==> src/rtl/mul_div_unit.sv <==
`default_nettype none
// +------------------------------------------------------------------------+
// | Module : mul_div_unit                                                  |
// | Iterative RV32M multiply/divide: radix-2 shift-add multiply, restoring |
// | shift-subtract divide. Optional macro MDU_EARLY_OUT_EN adds zero and   |
// | overflow bypass.                                                       |
// | Rev    : 1.0                                                           |
// +------------------------------------------------------------------------+
module mul_div_unit #(
    parameter int XLEN = 32
) (
    input  logic            clk,
    input  logic            rst_n,
    input  logic            req_valid,
    output logic            req_ready,
    input  logic [2:0]      req_op,
    input  logic [XLEN-1:0] operand_a,
    input  logic [XLEN-1:0] operand_b,
    input  logic            kill,
    output logic            resp_valid,
    input  logic            resp_ready,
    output logic [XLEN-1:0] resp_data
);
    localparam int CNT_W = $clog2(XLEN) + 1;

    localparam logic [2:0] c_OP_MUL    = 3'd0;
    localparam logic [2:0] c_OP_MULH   = 3'd1;
    localparam logic [2:0] c_OP_MULHSU = 3'd2;
    localparam logic [2:0] c_OP_MULHU  = 3'd3;
    localparam logic [2:0] c_OP_DIV    = 3'd4;
    localparam logic [2:0] c_OP_DIVU   = 3'd5;
    localparam logic [2:0] c_OP_REM    = 3'd6;

    typedef enum logic [1:0] {S_IDLE, S_CALC, S_FIX, S_DONE} state_e;

    state_e            state_q, state_d;
    logic [2:0]        op_q, op_d;
    logic [CNT_W-1:0]  cnt_q, cnt_d;
    logic              neg_q, neg_d;
    logic [2*XLEN-1:0] prod_q, prod_d;
    logic [XLEN-1:0]   bmag_q, bmag_d;
    logic [XLEN-1:0]   quot_q, quot_d;
    logic [XLEN:0]     rem_q, rem_d;
    logic [XLEN-1:0]   data_q, data_d;

    logic              w_is_div, w_a_signed, w_b_signed, w_a_neg, w_b_neg, w_b_zero, w_sign;
    logic [XLEN-1:0]   w_a_mag, w_b_mag;

    assign w_is_div   = req_op[2];
    assign w_a_signed = (req_op == c_OP_MULH) || (req_op == c_OP_MULHSU) ||
                        (req_op == c_OP_DIV)  || (req_op == c_OP_REM);
    assign w_b_signed = (req_op == c_OP_MULH) || (req_op == c_OP_DIV) || (req_op == c_OP_REM);
    assign w_a_neg    = w_a_signed & operand_a[XLEN-1];
    assign w_b_neg    = w_b_signed & operand_b[XLEN-1];
    assign w_a_mag    = w_a_neg ? -operand_a : operand_a;
    assign w_b_mag    = w_b_neg ? -operand_b : operand_b;
    assign w_b_zero   = (operand_b == '0);
    // Remainder takes the dividend sign; a zero divisor must leave the all-ones quotient unnegated.
    assign w_sign     = (w_is_div && req_op[1]) ? w_a_neg
                                                : ((w_a_neg ^ w_b_neg) && !(w_is_div && w_b_zero));

`ifdef MDU_EARLY_OUT_EN
    logic w_ovf, w_early;
    assign w_ovf   = ((req_op == c_OP_DIV) || (req_op == c_OP_REM)) &&
                     (operand_a == {1'b1, {(XLEN-1){1'b0}}}) && (&operand_b);
    assign w_early = w_is_div ? (w_b_zero || w_ovf) : ((operand_a == '0) || w_b_zero);
`endif

    logic [XLEN:0]     w_mul_sum;
    logic [XLEN+1:0]   w_div_shift, w_div_diff;
    logic [2*XLEN-1:0] w_prod_fix;
    logic [XLEN-1:0]   w_quot_fix, w_rem_fix, w_result;

    always_comb begin
        w_mul_sum   = {1'b0, prod_q[2*XLEN-1:XLEN]} + (prod_q[0] ? {1'b0, bmag_q} : '0);
        w_div_shift = {rem_q, quot_q[XLEN-1]};
        w_div_diff  = w_div_shift - {2'b00, bmag_q};
        w_prod_fix  = neg_q ? -prod_q : prod_q;
        w_quot_fix  = neg_q ? -quot_q : quot_q;
        w_rem_fix   = neg_q ? -rem_q[XLEN-1:0] : rem_q[XLEN-1:0];
        case (op_q)
            c_OP_MUL:                          w_result = w_prod_fix[XLEN-1:0];
            c_OP_MULH, c_OP_MULHSU, c_OP_MULHU: w_result = w_prod_fix[2*XLEN-1:XLEN];
            c_OP_DIV, c_OP_DIVU:               w_result = w_quot_fix;
            default:                           w_result = w_rem_fix;
        endcase
    end

    always_comb begin
        state_d = state_q;
        op_d    = op_q;
        cnt_d   = cnt_q;
        neg_d   = neg_q;
        prod_d  = prod_q;
        bmag_d  = bmag_q;
        quot_d  = quot_q;
        rem_d   = rem_q;
        data_d  = data_q;
        case (state_q)
            S_IDLE: begin
                if (req_valid && !kill) begin
                    op_d    = req_op;
                    neg_d   = w_sign;
                    cnt_d   = CNT_W'(XLEN);
                    prod_d  = {{XLEN{1'b0}}, w_a_mag};
                    bmag_d  = w_b_mag;
                    quot_d  = w_a_mag;
                    rem_d   = '0;
                    state_d = S_CALC;
`ifdef MDU_EARLY_OUT_EN
                    if (w_early) begin
                        state_d = S_FIX;
                        cnt_d   = '0;
                        prod_d  = '0;
                        if (w_b_zero) begin
                            quot_d = '1;
                            rem_d  = {1'b0, w_a_mag};
                        end
                    end
`endif
                end
            end
            S_CALC: begin
                if (kill) begin
                    state_d = S_IDLE;
                    cnt_d   = '0;
                end else begin
                    cnt_d = cnt_q - CNT_W'(1);
                    if (op_q[2]) begin
                        rem_d  = w_div_diff[XLEN+1] ? w_div_shift[XLEN:0] : w_div_diff[XLEN:0];
                        quot_d = {quot_q[XLEN-2:0], ~w_div_diff[XLEN+1]};
                    end else begin
                        prod_d = {w_mul_sum, prod_q[XLEN-1:1]};
                    end
                    if (cnt_q == CNT_W'(1)) begin
                        state_d = S_FIX;
                    end
                end
            end
            S_FIX: begin
                if (kill) begin
                    state_d = S_IDLE;
                end else begin
                    data_d  = w_result;
                    state_d = S_DONE;
                end
            end
            default: begin
                if (kill || resp_ready) begin
                    state_d = S_IDLE;
                end
            end
        endcase
    end

    always_ff @(posedge clk or negedge rst_n) begin
        if (!rst_n) begin
            state_q <= S_IDLE;
            op_q    <= '0;
            cnt_q   <= '0;
            neg_q   <= 1'b0;
            prod_q  <= '0;
            bmag_q  <= '0;
            quot_q  <= '0;
            rem_q   <= '0;
            data_q  <= '0;
        end else begin
            state_q <= state_d;
            op_q    <= op_d;
            cnt_q   <= cnt_d;
            neg_q   <= neg_d;
            prod_q  <= prod_d;
            bmag_q  <= bmag_d;
            quot_q  <= quot_d;
            rem_q   <= rem_d;
            data_q  <= data_d;
        end
    end

    assign req_ready  = (state_q == S_IDLE);
    assign resp_valid = (state_q == S_DONE);
    assign resp_data  = data_q;

endmodule
`default_nettype wire

==> config.mk <==
export PLATFORM = sky130hd
export DESIGN_NAME = mul_div_unit
export DESIGN_NICKNAME = d
export VERILOG_FILES = /design/src/rtl/mul_div_unit.sv
export SDC_FILE = /design/constraint.sdc
export NUM_CORES = 1
export LEC_CHECK = 0
export CORE_UTILIZATION = 40
export DETAILED_ROUTE_END_ITERATION = 8
export PLACE_DENSITY = 0.65
export SETUP_SLACK_MARGIN = 0.2
export SYNTH_ARGS = -nofsm -noshare
export SYNTH_HDL_FRONTEND = slang
export SYNTH_SLANG_ARGS = --single-unit
==> constraint.sdc <==
create_clock -name clk -period 5.4 [get_ports clk]
set_clock_uncertainty 0.2 [all_clocks]
set_input_delay 0.81 -clock clk [delete_from_list [all_inputs] [get_ports clk]]
set_output_delay 0.81 -clock clk [all_outputs]
set_load 0.02 [all_outputs]
==> run summary <==
The leakage component of the power is 0.00767 uW. The number of diodes added for antenna fixing came out at 0. The length in cells of the worst reg-to-reg path came out at 11. Walking the worst path, the cells encountered are inv_1, nor2_1, ha_1, a2111oi_0, a221oi_1, o311ai_0, a21o_1, nand2_1, o31a_1, xor2_1, a22o_1. For this design the ratio of total power to cell area is 569 mW/mm2. The number of warnings printed during yosys synthesis came out at 0. The number of buffers inserted for hold repair after clock tree synthesis came out at 0. The via count of the first global-routing pass is about 15,000. The largest voltage drop on the vdd net is around 0.00035 V.

The synthesized instance count came out at just under 2,000. Buffers placed on the I/O ports in this run total 105. The post-placement worst setup slack is 0.895 ns. The flow ran to the end, and the final reports show no timing, DRC or antenna violations.

Of the total power, registers draw 0.287. Routability-driven placement finished with a final weighted congestion of 0.957. The later pin in the worst-skew pair is clocked with a latency of 0.54 ns. The first detailed-routing pass took 8 iterations. The measured slew at the worst slew-check pin came out at ~1.1 ns. The overall power after layout is 10,600 uW. The number of antenna violations at the first check in global routing is 0. The share of flip-flops with an asynchronous set or reset came out at 1.00. The combined buffer and inverter count along the critical path came out at 1. Across all setup checks in the final design, the least slack found is approximately 1.2 ns. The reported max-cap violation count came out at 0. The number of nets in the synthesized netlist is 2,136. The largest buffer count on any clock path came out at 3. Counting buffers and inverters, the worst setup path is 11 cells deep. The fmax is 235 MHz. Buffers added to address setup during post-CTS repair amount to 0. Across all hold checks on the routed design, the worst slack comes to 0.195 ns.

The worst setup path is launched from a flop. In the finished design, the share of the clock period the worst path needs comes to 0.787. The end-of-flow core utilization came out at 0.467.

The post-route DRC violation count is 0. The core region is 0.0401 mm2. The detail-routed net length per standard cell is 21.4 um. Grouping stages by cell kind, the critical path spends the most delay in compound AO/OA/AOI/OAI gates. The number of instances resized during post-cts repair is 0.

The register cell area after layout came out at 0.00513 mm2. Entering global routing, the biggest net connects between 100 and 150 pins. By startpoint and endpoint, the worst setup path is classified as flop to flop. The final hold violation count is 0. The final-report max-slew violation count came to 0.

The row count is 73. The maximum fanout count along the critical path is 17. The first global-routing pass estimated 84.8 mm of wire. The remaining global-route overflow came out at 0.

The clock power share came out at 0.161. The design internal power came out at 5440 uW. Counting flops with a built-in enable in the synthesized netlist gives 0.

The critical-path cell with the highest stage delay is sky130_fd_sc_hd__o311ai_0. The delay of the slowest cell on the worst path is 0.77 ns. At the worst endpoint, the arrival time is 4.47 ns. The worst hold path belongs to the class primary input to async pin.

The number of failing setup endpoints in the final timing report is 0. The fraction of power consumed by combinational cells is 0.553. The share of cells above drive strength 1 is 0.0527. The mean instance size in the synthesized netlist is 8.24 um2.

The horizontal die dimension came out at between 200 and 250 um. Detailed placement ended at an HPWL of 42.4 mm. The clock root buffer is sky130_fd_sc_hd__clkbuf_16. For the final routed database, the setup TNS stands at 0 ns. The switching share of total power is 0.489. Clock tree synthesis inserted a total of 25 buffers. The number of DRC violations after detailed-routing iteration 0 came out at ~1,200. The area of combinational cells with multiple inputs is between 0.01 and 0.015 mm2.

The total routing usage reported by global routing came out at 0.261. The routed design has 55.1 mm of wire. The net switching power figure came out at 5200 uW.

The number of levels the H-tree was split into is 1. The total number of vias is 15,663. The data required time at the worst endpoint is 5.62 ns. The clock transition at the registers of the reported paths came out at about 0.070 ns. The I/O pin count is 106. The routed via count divided by cell count came out at just over 6. STA classifies the critical path endpoint as a flop. The signed area change from the synthesized netlist to the final layout is 14.3%. The number of sinks driven by the clock tree came out at 205.

Counting distinct cell types in the post-synthesis netlist gives 78. The count of nets left with antenna violations once routing finished came out at 0. The height of the die came out at 204 um. The flip-flop and latch count after synthesis is 205. In this run the tightest slew margin relative to its limit is 0.290. The starting utilization of the core area came out at 0.408. The minimum clock period after layout is about 4.2 ns.

The final-layout fill cell count is about 3,900. Setup repair after global routing left no endpoint under its margin. The most used flip-flop cell after synthesis is sky130_fd_sc_hd__dfrtp_1.

The area of the mapped netlist is approximately 0.016 mm2. In the final design database the tool counted around 2,200 nets. The proportion of synthesized chip area in sequential cells came out at 0.313.

The die footprint is ~0.042 mm2. The clock tree from TritonCTS is yes.
[final timing paths]
kind / slack, ns / end / start
worst max-delay path: 1.15 / prod_q[57] / prod_q[0]
worst min-delay path: 0.20 / cnt_q[2] / rst_n
worst max register to register: 1.15 / prod_q[57] / prod_q[0]
worst min register to register: 0.28 / bmag_q[20] / bmag_q[20]
max in group asynchronous: 3.74 / prod_q[1] / rst_n
min in group clk: 0.28 / bmag_q[20] / bmag_q[20]
[power groups by stage]
stage               registers, uW  logic, uW  clock network [uW]
floorplan                    2770       4020                   0
global placement             3020       5720                   0
detailed placement           3040       5790                   0
CTS                          3020       5810                1740
global route                 3120       6390                1810
finish                       3050       5880                1710
[state kept, by name (all words and copies together), names as in the netlist]
register and flops:
neg_q 1, cnt_q 6, state_q 2, op_q 3, resp_data 32, prod_q 64
quot_q 32, bmag_q 32, rem_q 33
[cells in the mapped netlist, drive strengths merged (29+ instances only)]
library cell	number	area, um2
mux2i	29	290
o31ai	55	423
a221o	62	621
dfrtp	205	5130
nand2	235	882
o21ai	225	1130
or3	41	262
or4	32	255
xor2	107	937
a21oi	104	521
xnor2	108	946
nor2	137	514
nor3	39	195
clkbuf	95	357
inv	80	300
ha	75	938
[layout by cell type (no fill, tap or decap), types with 21 or more instances in the layout]
cell                              instances
sky130_fd_sc_hd__a21oi_1                104
sky130_fd_sc_hd__nor3_1                  39
sky130_fd_sc_hd__nor2_1                 135
sky130_fd_sc_hd__or4_1                   28
sky130_fd_sc_hd__a221o_1                 62
sky130_fd_sc_hd__mux2i_1                 29
sky130_fd_sc_hd__a21o_1                  21
sky130_fd_sc_hd__nand3_1                 28
sky130_fd_sc_hd__buf_4                   21
sky130_fd_sc_hd__dfrtp_1                204
sky130_fd_sc_hd__o21ai_0                213
sky130_fd_sc_hd__clkbuf_16               25
sky130_fd_sc_hd__o31ai_1                 53
sky130_fd_sc_hd__or3_1                   40
sky130_fd_sc_hd__inv_1                   80
sky130_fd_sc_hd__ha_1                    75
sky130_fd_sc_hd__xor2_1                 106
sky130_fd_sc_hd__nand2_1                233
sky130_fd_sc_hd__xnor2_1                108
sky130_fd_sc_hd__clkdlybuf4s50_1        104
[per-stage QoR]
step	cell area [um2]	cells
global placement	17900	2531
CTS	18700	2573
global route	18700	2573
floorplan	16400	1987
detailed placement	17900	2531
finish	18700	2573
[layer usage]
metal  share of wire  GRT usage
met1            0.46      0.365
met2            0.45      0.416
met3           0.062     0.0348
met4           0.033     0.0776
met5               0          0
[worst register-to-register path, delay by kind of cell (launching register included)]
| kind | cells | cell delay [ns] |
|---|---|---|
| adders and majority gates | 1 | 0.35 |
| and+or+nand+nor | 2 | 0.23 |
| DFF | 1 | 0.45 |
| AOI/OAI and AO/OA | 6 | 2.26 |
| buffers and inverters | 1 | 0.50 |
| xor gates and xnor gates | 1 | 0.14 |
[final cells by class]
type,instances,area share
multi-input cells,1592,0.565
flip-flops and latches,205,0.274
repair buffers,128,0.0669
clock buffers,31,0.0357
well taps,525,0.0351
inverters,81,0.0162
clock inverters,11,0.00722
[cell families (layout without fill, tap and decap cells)]
group | Yosys count | after routing | synth area share
DFF | 205 | 205 | 0.313
and+or+nand+nor | 613 | 613 | 0.178
AOI/OAI and AO/OA | 653 | 653 | 0.267
buffers and inverters | 190 | 251 | 0.0440
adders and majority gates | 77 | 77 | 0.0597
muxes | 34 | 34 | 0.0225
xor gates and xnor gates | 215 | 215 | 0.115
No activity file was read; power rests on OpenSTA's default activity.
